--- config.mk ---
export PLATFORM = sky130hd
export DESIGN_NAME = fetch_pc_unit_flat
export DESIGN_NICKNAME = d
export VERILOG_FILES = /design/src/rtl/cpu_pkg.sv /design/src/rtl/fetch_pc_unit_if.sv /design/src/rtl/fetch_pc_unit_pc_next_sel.sv /design/src/rtl/fetch_pc_unit.sv /design/src/flat_wrapper.sv
export SDC_FILE = /design/constraint.sdc
export NUM_CORES = 1
export LEC_CHECK = 0
export BUFFER_PORTS_ARGS = -buffer_cell sky130_fd_sc_hd__buf_2
export CORE_MARGIN = 10
export CORE_UTILIZATION = 45
export CTS_BUF_LIST = sky130_fd_sc_hd__clkbuf_8 sky130_fd_sc_hd__clkbuf_16
export CTS_CLUSTER_SIZE = 25
export DETAILED_ROUTE_END_ITERATION = 10
export MAX_ROUTING_LAYER = met4
export PLACE_DENSITY_LB_ADDON = 0.05
export REMOVE_ABC_BUFFERS = 1
export SYNTH_ARGS = -nofsm -noshare
export SYNTH_HDL_FRONTEND = slang
export SYNTH_SLANG_ARGS = --single-unit
--- constraint.sdc ---
create_clock -name clock -period 4.6 [get_ports clock]
set_clock_uncertainty 0.05 [all_clocks]
set_input_delay 0.69 -clock clock [delete_from_list [all_inputs] [get_ports clock]]
set_output_delay 0.69 -clock clock [all_outputs]
set_load 0.02 [all_outputs]
--- src/rtl/cpu_pkg.sv ---
// cpu_pkg: shared definitions for the fetch stage.
//   - fetch_state_e  : fetch sequencer states (INIT/RUN/BUBBLE/HALT)
//   - redirect_src_e : which source (if any) redirected fetch this cycle
//   - default widths and reset PC used by fetch_pc_unit
package cpu_pkg;

  localparam int unsigned PC_W_DEFAULT     = 32;
  localparam int unsigned IMEM_AW_DEFAULT  = 12;
  localparam logic [31:0] RESET_PC_DEFAULT = 32'h0000_0000;

  typedef enum logic [1:0] {
    ST_INIT   = 2'd0,
    ST_RUN    = 2'd1,
    ST_BUBBLE = 2'd2,
    ST_HALT   = 2'd3
  } fetch_state_e;

  typedef enum logic [1:0] {
    REDIR_NONE   = 2'd0,
    REDIR_JUMP   = 2'd1,
    REDIR_BRANCH = 2'd2
  } redirect_src_e;

  function automatic logic is_redirect(input redirect_src_e src);
    return src != REDIR_NONE;
  endfunction

endpackage

--- src/rtl/fetch_pc_unit_if.sv ---
// fetch_pc_unit_if: fetch-stage control and F/D bus.
//   Control (master -> slave): stall, jump_en, jump_target, br_taken, br_target
//   Status  (slave -> master): imem_addr, pc, fd_pc, fd_pc_plus1, fd_valid,
//                              fetch_fault
//   slave  : the fetch PC unit
//   master : the surrounding pipeline (decode/execute) or a testbench
interface fetch_pc_unit_if #(
  parameter int unsigned PC_W    = 32,
  parameter int unsigned IMEM_AW = 12
);

  logic               stall;
  logic               jump_en;
  logic [PC_W-1:0]    jump_target;
  logic               br_taken;
  logic [PC_W-1:0]    br_target;
  logic [IMEM_AW-1:0] imem_addr;
  logic [PC_W-1:0]    pc;
  logic [PC_W-1:0]    fd_pc;
  logic [PC_W-1:0]    fd_pc_plus1;
  logic               fd_valid;
  logic               fetch_fault;

  modport master (
    output stall, jump_en, jump_target, br_taken, br_target,
    input  imem_addr, pc, fd_pc, fd_pc_plus1, fd_valid, fetch_fault
  );

  modport slave (
    input  stall, jump_en, jump_target, br_taken, br_target,
    output imem_addr, pc, fd_pc, fd_pc_plus1, fd_valid, fetch_fault
  );

endinterface

--- src/rtl/fetch_pc_unit_pc_next_sel.sv ---
// pc_next_sel: combinational next-PC priority mux.
//   Priority: br_taken > jump_en > stall > pc+1 (modulo 2^PC_W).
//   Inputs : pc, stall, jump_en, jump_target, br_taken, br_target
//   Outputs: next_pc, redirect_src (NONE/JUMP/BRANCH)
module pc_next_sel
  import cpu_pkg::*;
#(
  parameter int unsigned PC_W = PC_W_DEFAULT
) (
  input  logic [PC_W-1:0] pc,
  input  logic            stall,
  input  logic            jump_en,
  input  logic [PC_W-1:0] jump_target,
  input  logic            br_taken,
  input  logic [PC_W-1:0] br_target,
  output logic [PC_W-1:0] next_pc,
  output redirect_src_e   redirect_src
);

  always_comb begin
    next_pc      = pc + PC_W'(1);
    redirect_src = REDIR_NONE;
    // The branch comes from an older instruction than the jump in decode,
    // so it wins; either redirect overrides a stall.
    if (br_taken) begin
      next_pc      = br_target;
      redirect_src = REDIR_BRANCH;
    end else if (jump_en) begin
      next_pc      = jump_target;
      redirect_src = REDIR_JUMP;
    end else if (stall) begin
      next_pc = pc;
    end
  end

endmodule

--- src/rtl/fetch_pc_unit.sv ---
// fetch_pc_unit: fetch-stage PC sequencer for the 32-bit pipelined CPU.
//   clock   : rising-edge clock
//   reset_n : synchronous active-low reset
//   bus     : fetch_pc_unit_if.slave (redirect/stall in; pc, imem_addr and
//             F/D fields out)
// Every accepted redirect clears fd_valid for one cycle (bubble); the target
// is fetched the next cycle and becomes valid in F/D the cycle after.
// Optional build macro FETCH_TARGET_CHECK_EN: a redirect whose target has
// nonzero bits above the instruction-memory address range raises a sticky
// fetch_fault and parks the unit in HALT until reset. Without it,
// fetch_fault is 0 and imem_addr silently truncates.
module fetch_pc_unit
  import cpu_pkg::*;
#(
  parameter int unsigned     PC_W     = PC_W_DEFAULT,
  parameter int unsigned     IMEM_AW  = IMEM_AW_DEFAULT,
  parameter logic [PC_W-1:0] RESET_PC = PC_W'(RESET_PC_DEFAULT)
) (
  input  logic            clock,
  input  logic            reset_n,
  fetch_pc_unit_if.slave  bus
);

  fetch_state_e    state_q, state_d;
  logic [PC_W-1:0] pc_q;
  logic [PC_W-1:0] fd_pc_q;
  logic [PC_W-1:0] fd_pc_plus1_q;
  logic            fd_valid_q;
  logic            fault_q;

  logic [PC_W-1:0] next_pc;
  redirect_src_e   redirect_src;
  logic            redirect;
  logic            target_fault;

  logic            pc_load;
  logic            fd_load;
  logic            fd_clear;
  logic            fault_set;

  pc_next_sel #(
    .PC_W(PC_W)
  ) u_next_sel (
    .pc           (pc_q),
    .stall        (bus.stall),
    .jump_en      (bus.jump_en),
    .jump_target  (bus.jump_target),
    .br_taken     (bus.br_taken),
    .br_target    (bus.br_target),
    .next_pc      (next_pc),
    .redirect_src (redirect_src)
  );

  assign redirect = is_redirect(redirect_src);

`ifdef FETCH_TARGET_CHECK_EN
  // next_pc equals the selected target whenever redirect is set.
  assign target_fault = redirect && (|next_pc[PC_W-1:IMEM_AW]);
`else
  assign target_fault = 1'b0;
`endif

  // State register
  always_ff @(posedge clock) begin
    if (!reset_n) begin
      state_q <= ST_INIT;
    end else begin
      state_q <= state_d;
    end
  end

  // Next-state logic
  always_comb begin
    state_d = state_q;
    unique case (state_q)
      ST_INIT: state_d = ST_RUN;
      ST_RUN, ST_BUBBLE: begin
        if (target_fault) begin
          state_d = ST_HALT;
        end else if (redirect) begin
          state_d = ST_BUBBLE;
        end else begin
          state_d = ST_RUN;
        end
      end
      ST_HALT: state_d = ST_HALT;
      default: state_d = ST_INIT;
    endcase
  end

  // Output/control logic: register load enables for the datapath
  always_comb begin
    pc_load   = 1'b0;
    fd_load   = 1'b0;
    fd_clear  = 1'b0;
    fault_set = 1'b0;
    if (state_q == ST_RUN || state_q == ST_BUBBLE) begin
      if (target_fault) begin
        fault_set = 1'b1;
        fd_clear  = 1'b1;
      end else if (redirect) begin
        pc_load  = 1'b1;
        fd_clear = 1'b1;
      end else if (!bus.stall) begin
        pc_load = 1'b1;
        fd_load = 1'b1;
      end
    end
  end

  // Datapath registers
  always_ff @(posedge clock) begin
    if (!reset_n) begin
      pc_q          <= RESET_PC;
      fd_pc_q       <= '0;
      fd_pc_plus1_q <= '0;
      fd_valid_q    <= 1'b0;
    end else begin
      if (pc_load) begin
        pc_q <= next_pc;
      end
      if (fd_load) begin
        // On a sequential advance next_pc is pc+1, reused as the link value.
        fd_pc_q       <= pc_q;
        fd_pc_plus1_q <= next_pc;
        fd_valid_q    <= 1'b1;
      end else if (fd_clear) begin
        fd_valid_q <= 1'b0;
      end
    end
  end

`ifdef FETCH_TARGET_CHECK_EN
  always_ff @(posedge clock) begin
    if (!reset_n) begin
      fault_q <= 1'b0;
    end else if (fault_set) begin
      fault_q <= 1'b1;
    end
  end
`else
  assign fault_q = fault_set;
`endif

  assign bus.imem_addr   = pc_q[IMEM_AW-1:0];
  assign bus.pc          = pc_q;
  assign bus.fd_pc       = fd_pc_q;
  assign bus.fd_pc_plus1 = fd_pc_plus1_q;
  assign bus.fd_valid    = fd_valid_q;
  assign bus.fetch_fault = fault_q;

endmodule

--- src/flat_wrapper.sv ---
// flat-port wrapper written by rule: the top's interface ports become plain ports
module fetch_pc_unit_flat import cpu_pkg::*;
#(
  parameter int unsigned     PC_W     = PC_W_DEFAULT,
  parameter int unsigned     IMEM_AW  = IMEM_AW_DEFAULT,
  parameter logic [PC_W-1:0] RESET_PC = PC_W'(RESET_PC_DEFAULT)
)
  (clock, reset_n, bus_stall, bus_jump_en, bus_jump_target, bus_br_taken, bus_br_target, bus_imem_addr, bus_pc, bus_fd_pc, bus_fd_pc_plus1, bus_fd_valid, bus_fetch_fault);
  fetch_pc_unit_if #(.PC_W(PC_W), .IMEM_AW(IMEM_AW)) bus_i ();
  input  logic clock;
  input  logic reset_n;
  input wire logic [$bits(bus_i.stall)-1:0] bus_stall;
  input wire logic [$bits(bus_i.jump_en)-1:0] bus_jump_en;
  input wire logic [$bits(bus_i.jump_target)-1:0] bus_jump_target;
  input wire logic [$bits(bus_i.br_taken)-1:0] bus_br_taken;
  input wire logic [$bits(bus_i.br_target)-1:0] bus_br_target;
  output wire logic [$bits(bus_i.imem_addr)-1:0] bus_imem_addr;
  output wire logic [$bits(bus_i.pc)-1:0] bus_pc;
  output wire logic [$bits(bus_i.fd_pc)-1:0] bus_fd_pc;
  output wire logic [$bits(bus_i.fd_pc_plus1)-1:0] bus_fd_pc_plus1;
  output wire logic [$bits(bus_i.fd_valid)-1:0] bus_fd_valid;
  output wire logic [$bits(bus_i.fetch_fault)-1:0] bus_fetch_fault;
  assign bus_i.stall = bus_stall;
  assign bus_i.jump_en = bus_jump_en;
  assign bus_i.jump_target = bus_jump_target;
  assign bus_i.br_taken = bus_br_taken;
  assign bus_i.br_target = bus_br_target;
  assign bus_imem_addr = bus_i.imem_addr;
  assign bus_pc = bus_i.pc;
  assign bus_fd_pc = bus_i.fd_pc;
  assign bus_fd_pc_plus1 = bus_i.fd_pc_plus1;
  assign bus_fd_valid = bus_i.fd_valid;
  assign bus_fetch_fault = bus_i.fetch_fault;
  fetch_pc_unit #(.PC_W(PC_W), .IMEM_AW(IMEM_AW), .RESET_PC(RESET_PC)) u_core (.clock(clock), .reset_n(reset_n), .bus(bus_i));
endmodule
==> flow_metrics.env <==
export IMPL_irDropWorstVdd_v=0.0003255
export IMPL_fp_row_count=38
export IMPL_multi_input_comb_area_um2=2760
export IMPL_synth_top_area_share_pct=38.80
export IMPL_synth_lib_cells_used_distinct=62
export IMPL_num_nets_final=852
export IMPL_cts_tree="built"
export IMPL_worstMarginPinSlew_ps=1136
export IMPL_syn_instance_count=652
export IMPL_dominantRegCellSynth="dfxtp_1"
export IMPL_rrSetupSlack_ps=1680
export IMPL_firstDrtPassIters=6
export IMPL_seq_area_um2=1982
export IMPL_fillerInstances=1052
export IMPL_status="completed"
export IMPL_largest_net_degree_at_the_start_of_global_routing=52
export IMPL_post_synth_instance_area_um2=5109
export IMPL_finalPower_mw=2.207
export IMPL_cap_viol_max_count=0
export IMPL_synth_sequential_area_ratio_pct=38.80
export IMPL_capturing_element_type_of_the_critical_path="flip-flop"
export IMPL_crit_path_start_kind="flip-flop"
export IMPL_cts_hold_fix_buffers=0
export IMPL_grt_setup_unrepaired="no"
export IMPL_clock_sink_count=99
export IMPL_final_min_clock_period_ps=2917
export IMPL_detail_route_antenna_nets=0
export IMPL_post_synthesis_async_set_or_reset_flop_share_pct=0
export IMPL_portBuffers=177
export IMPL_cts_made_buffers=9
export IMPL_via_count=5314
export IMPL_min_period_over_period_pct=63.41
export IMPL_crit_arrival_ps=3100
export IMPL_worst_hold_startpoint="u_core.bus.fd_pc[30]$_SDFFE_PN0P_"
export IMPL_criticalPathCategory="reg2reg"
export IMPL_violation_count_after_the_first_detailed_route_iteration=394
export IMPL_post_cts_resized=0
export IMPL_timing_critical_path_to="u_core.bus.fd_pc_plus1[29]$_SDFFE_PN0P_"
export IMPL_rr_worst_depth=5
export IMPL_syn_avg_cell_area_um2=7.835
export IMPL_worstReg2RegEnd="u_core.bus.fd_pc_plus1[29]$_SDFFE_PN0P_"
export IMPL_timing_max_slew_rel_slack_pct=23.66
export IMPL_dp_cells=909
export IMPL_finalWirelength_mm=16.82
export IMPL_chipHeight_um=126.6
export IMPL_crit_path_start="u_core.bus.pc[10]$_SDFFE_PN0P_"
export IMPL_share_of_final_layout_standard_cells_stronger_than_drive_strength_1_pct=28.03
export IMPL_synth_edf_count=0
export IMPL_setup_violations=0
export IMPL_post_cts_setup_buffer_count=0
export IMPL_synthToLayoutAreaGrowth_pct=22.61
export IMPL_synth_top_cells_by_area="dfxtp_1 (39%), a21oi_1 (7.9%), nand2_1 (6.8%)"
export IMPL_die_ar_um2=16010
export IMPL_synth_warn=0
export IMPL_antennaDiodeCount=0
export IMPL_design_core_area_um2=10980
export IMPL_max_clock_freq_ghz=0.3428
export IMPL_grt_antenna_before_repair=0
export IMPL_finalNonFillerCells=925
export IMPL_slew_viol_final=0
export IMPL_grt_total_usage_pct=20.64
export IMPL_clk_insertion_delay_late_ps=350
export IMPL_first_global_vias=5097
export IMPL_routed_wire_length_per_instance_um=18.18
export IMPL_start_util_pct=46.51
export IMPL_timing_critical_path_required_ps=4780
export IMPL_crit_fanout=22
export IMPL_gp_congestion=0.8039
export IMPL_power_density_nw_per_um2=352.3
export IMPL_clkTransAtPathRegs_ps=70
export IMPL_synth_largest_area_cell="dfxtp_1"
export IMPL_die_w_um=126.6
export IMPL_cts_htree_levels=3
export IMPL_timing_hold_worst_class="reg2reg"
export IMPL_clk_root_buffer_cell="clkbuf_16"
export IMPL_globalRouteOverflowTotal=0
export IMPL_count_of_state_elements_after_synthesis=99
export IMPL_p_leak_nw=2.630
export IMPL_drt_drc_violations_left=0
export IMPL_timing_hold_violations_final=0
export IMPL_grt_pass1_wl_mm=26.70
export IMPL_detail_placement_hpwl_mm=11.91
export IMPL_ioPinCount=179
export IMPL_post_drt_via_cell_ratio=5.745
export IMPL_cts_path_max_buffers=2
export IMPL_worst_r2r_startpoint="u_core.bus.pc[10]$_SDFFE_PN0P_"
==> where the power goes <==
group          internal, mW  total, mW  switching (mW)
clock network         0.503      0.829           0.326
registers             0.902      0.975          0.0729
logic                 0.147      0.402           0.255
==> sequential cells by signal, summed over array words and instances (netlist names) <==
name,cells
u_core.bus.fd_pc,32
u_core.bus.fd_pc_plus1,32
u_core.bus.pc,32
u_core.state_q,2
u_core.bus.fd_valid,1
==> logic make-up (layout without fill, tap and decap cells) <==
group                    after synthesis  after routing  share of synthesized area (%)
multiplexers                           7              7                          1.396
adder cells (fa/ha/maj)                3              3                         0.7348
other                                  1              1                        0.07340
AO/OA/AOI/OAI                        218            218                          26.18
XOR/XNOR                              27             27                          4.629
AND/OR/NAND/NOR                      214            214                          20.62
buffers and inverters                 83            216                          7.568
flip-flops                            99             99                          38.79
==> stage by stage <==
step	utilization (%)	area, um2	hold slack, ps	setup TNS (ps)	worst slack [ps]
5_1_grt	57.03	6264	420.5	0	1482
2_1_floorplan	-	4763	484.5	-116.3	-114.3
6_report	57.03	6264	403.3	0	1683
3_3_place_gp	54.03	5934	389.8	0	1804
4_1_cts	57.03	6264	403.9	0	1768
3_5_place_dp	54.03	5934	394.5	0	1764
==> cell usage after synthesis (4+ instances only) <==
| cell | count |
|---|---|
| buf_1 | 6 |
| a22o_1 | 8 |
| buf_4 | 13 |
| o21ai_0 | 46 |
| o21a_1 | 8 |
| o22ai_1 | 4 |
| a22oi_1 | 15 |
| nand2_1 | 92 |
| nor4_1 | 9 |
| o31a_1 | 6 |
| xnor2_1 | 9 |
| nor3_1 | 11 |
| nand4_1 | 15 |
| nor2_1 | 39 |
| a31oi_1 | 11 |
| buf_2 | 15 |
| nand3_1 | 15 |
| a211oi_1 | 16 |
| clkbuf_1 | 37 |
| dfxtp_1 | 99 |
| inv_1 | 10 |
| xor2_1 | 18 |
| mux2i_1 | 6 |
| a21oi_1 | 81 |
==> per-layer routing <==
layer | share of wire, % | track usage, % | vias up
li1 | - | - | 2593
met1 | 45 | 24.99 | 2532
met2 | 48 | 33.32 | 174
met3 | 6.3 | 5.956 | 15
met4 | 0.97 | 4.555 | 0
met5 | 0 | - | -
==> cell usage in the layout (no fill, tap or decap), drive strengths merged, types with 4 or more instances in the layout <==
cell,count
o21a,8
dfxtp,99
o22ai,4
xor2,18
xnor2,9
a211oi,16
buf,189
mux2i,6
nor2,40
clkbuf,11
a21oi,81
inv,11
o31a,6
nor4,10
nand4,15
nor3,14
nand3,18
nand2,92
a31oi,11
a22oi,15
o21ai,48
a22o,8
==> how the worst min path moves through the flow <==
stage,endpoint,depth (start not counted)
floorplan,u_core.bus.fd_pc[0]$_SDFFE_PN0P_,2
global placement,u_core.bus.fd_pc[21]$_SDFFE_PN0P_,2
detailed placement,u_core.bus.fd_pc[18]$_SDFFE_PN0P_,2
CTS,u_core.bus.fd_pc[18]$_SDFFE_PN0P_,2
global route,u_core.bus.fd_pc[30]$_SDFFE_PN0P_,2
finish,u_core.bus.fd_pc[30]$_SDFFE_PN0P_,2
==> area by class of cell <==
class | instances | area share, %
Inverter | 11 | 0.6592
Sequential cell | 99 | 31.64
Clock buffer | 11 | 4.035
Multi-Input combinational cell | 470 | 44.07
Clock inverter | 5 | 1.219
Tap cell | 140 | 2.797
Timing Repair Buffer | 189 | 15.58
==> worst max-delay path: stages (launching register included) <==
cell     delay [ps]
dfxtp_1         510
nand4_1         380
nor4_4          960
nand4_1         280
and4_1          290
a311o_1         320
Note: power is estimated with default switching activity, not from simulation.
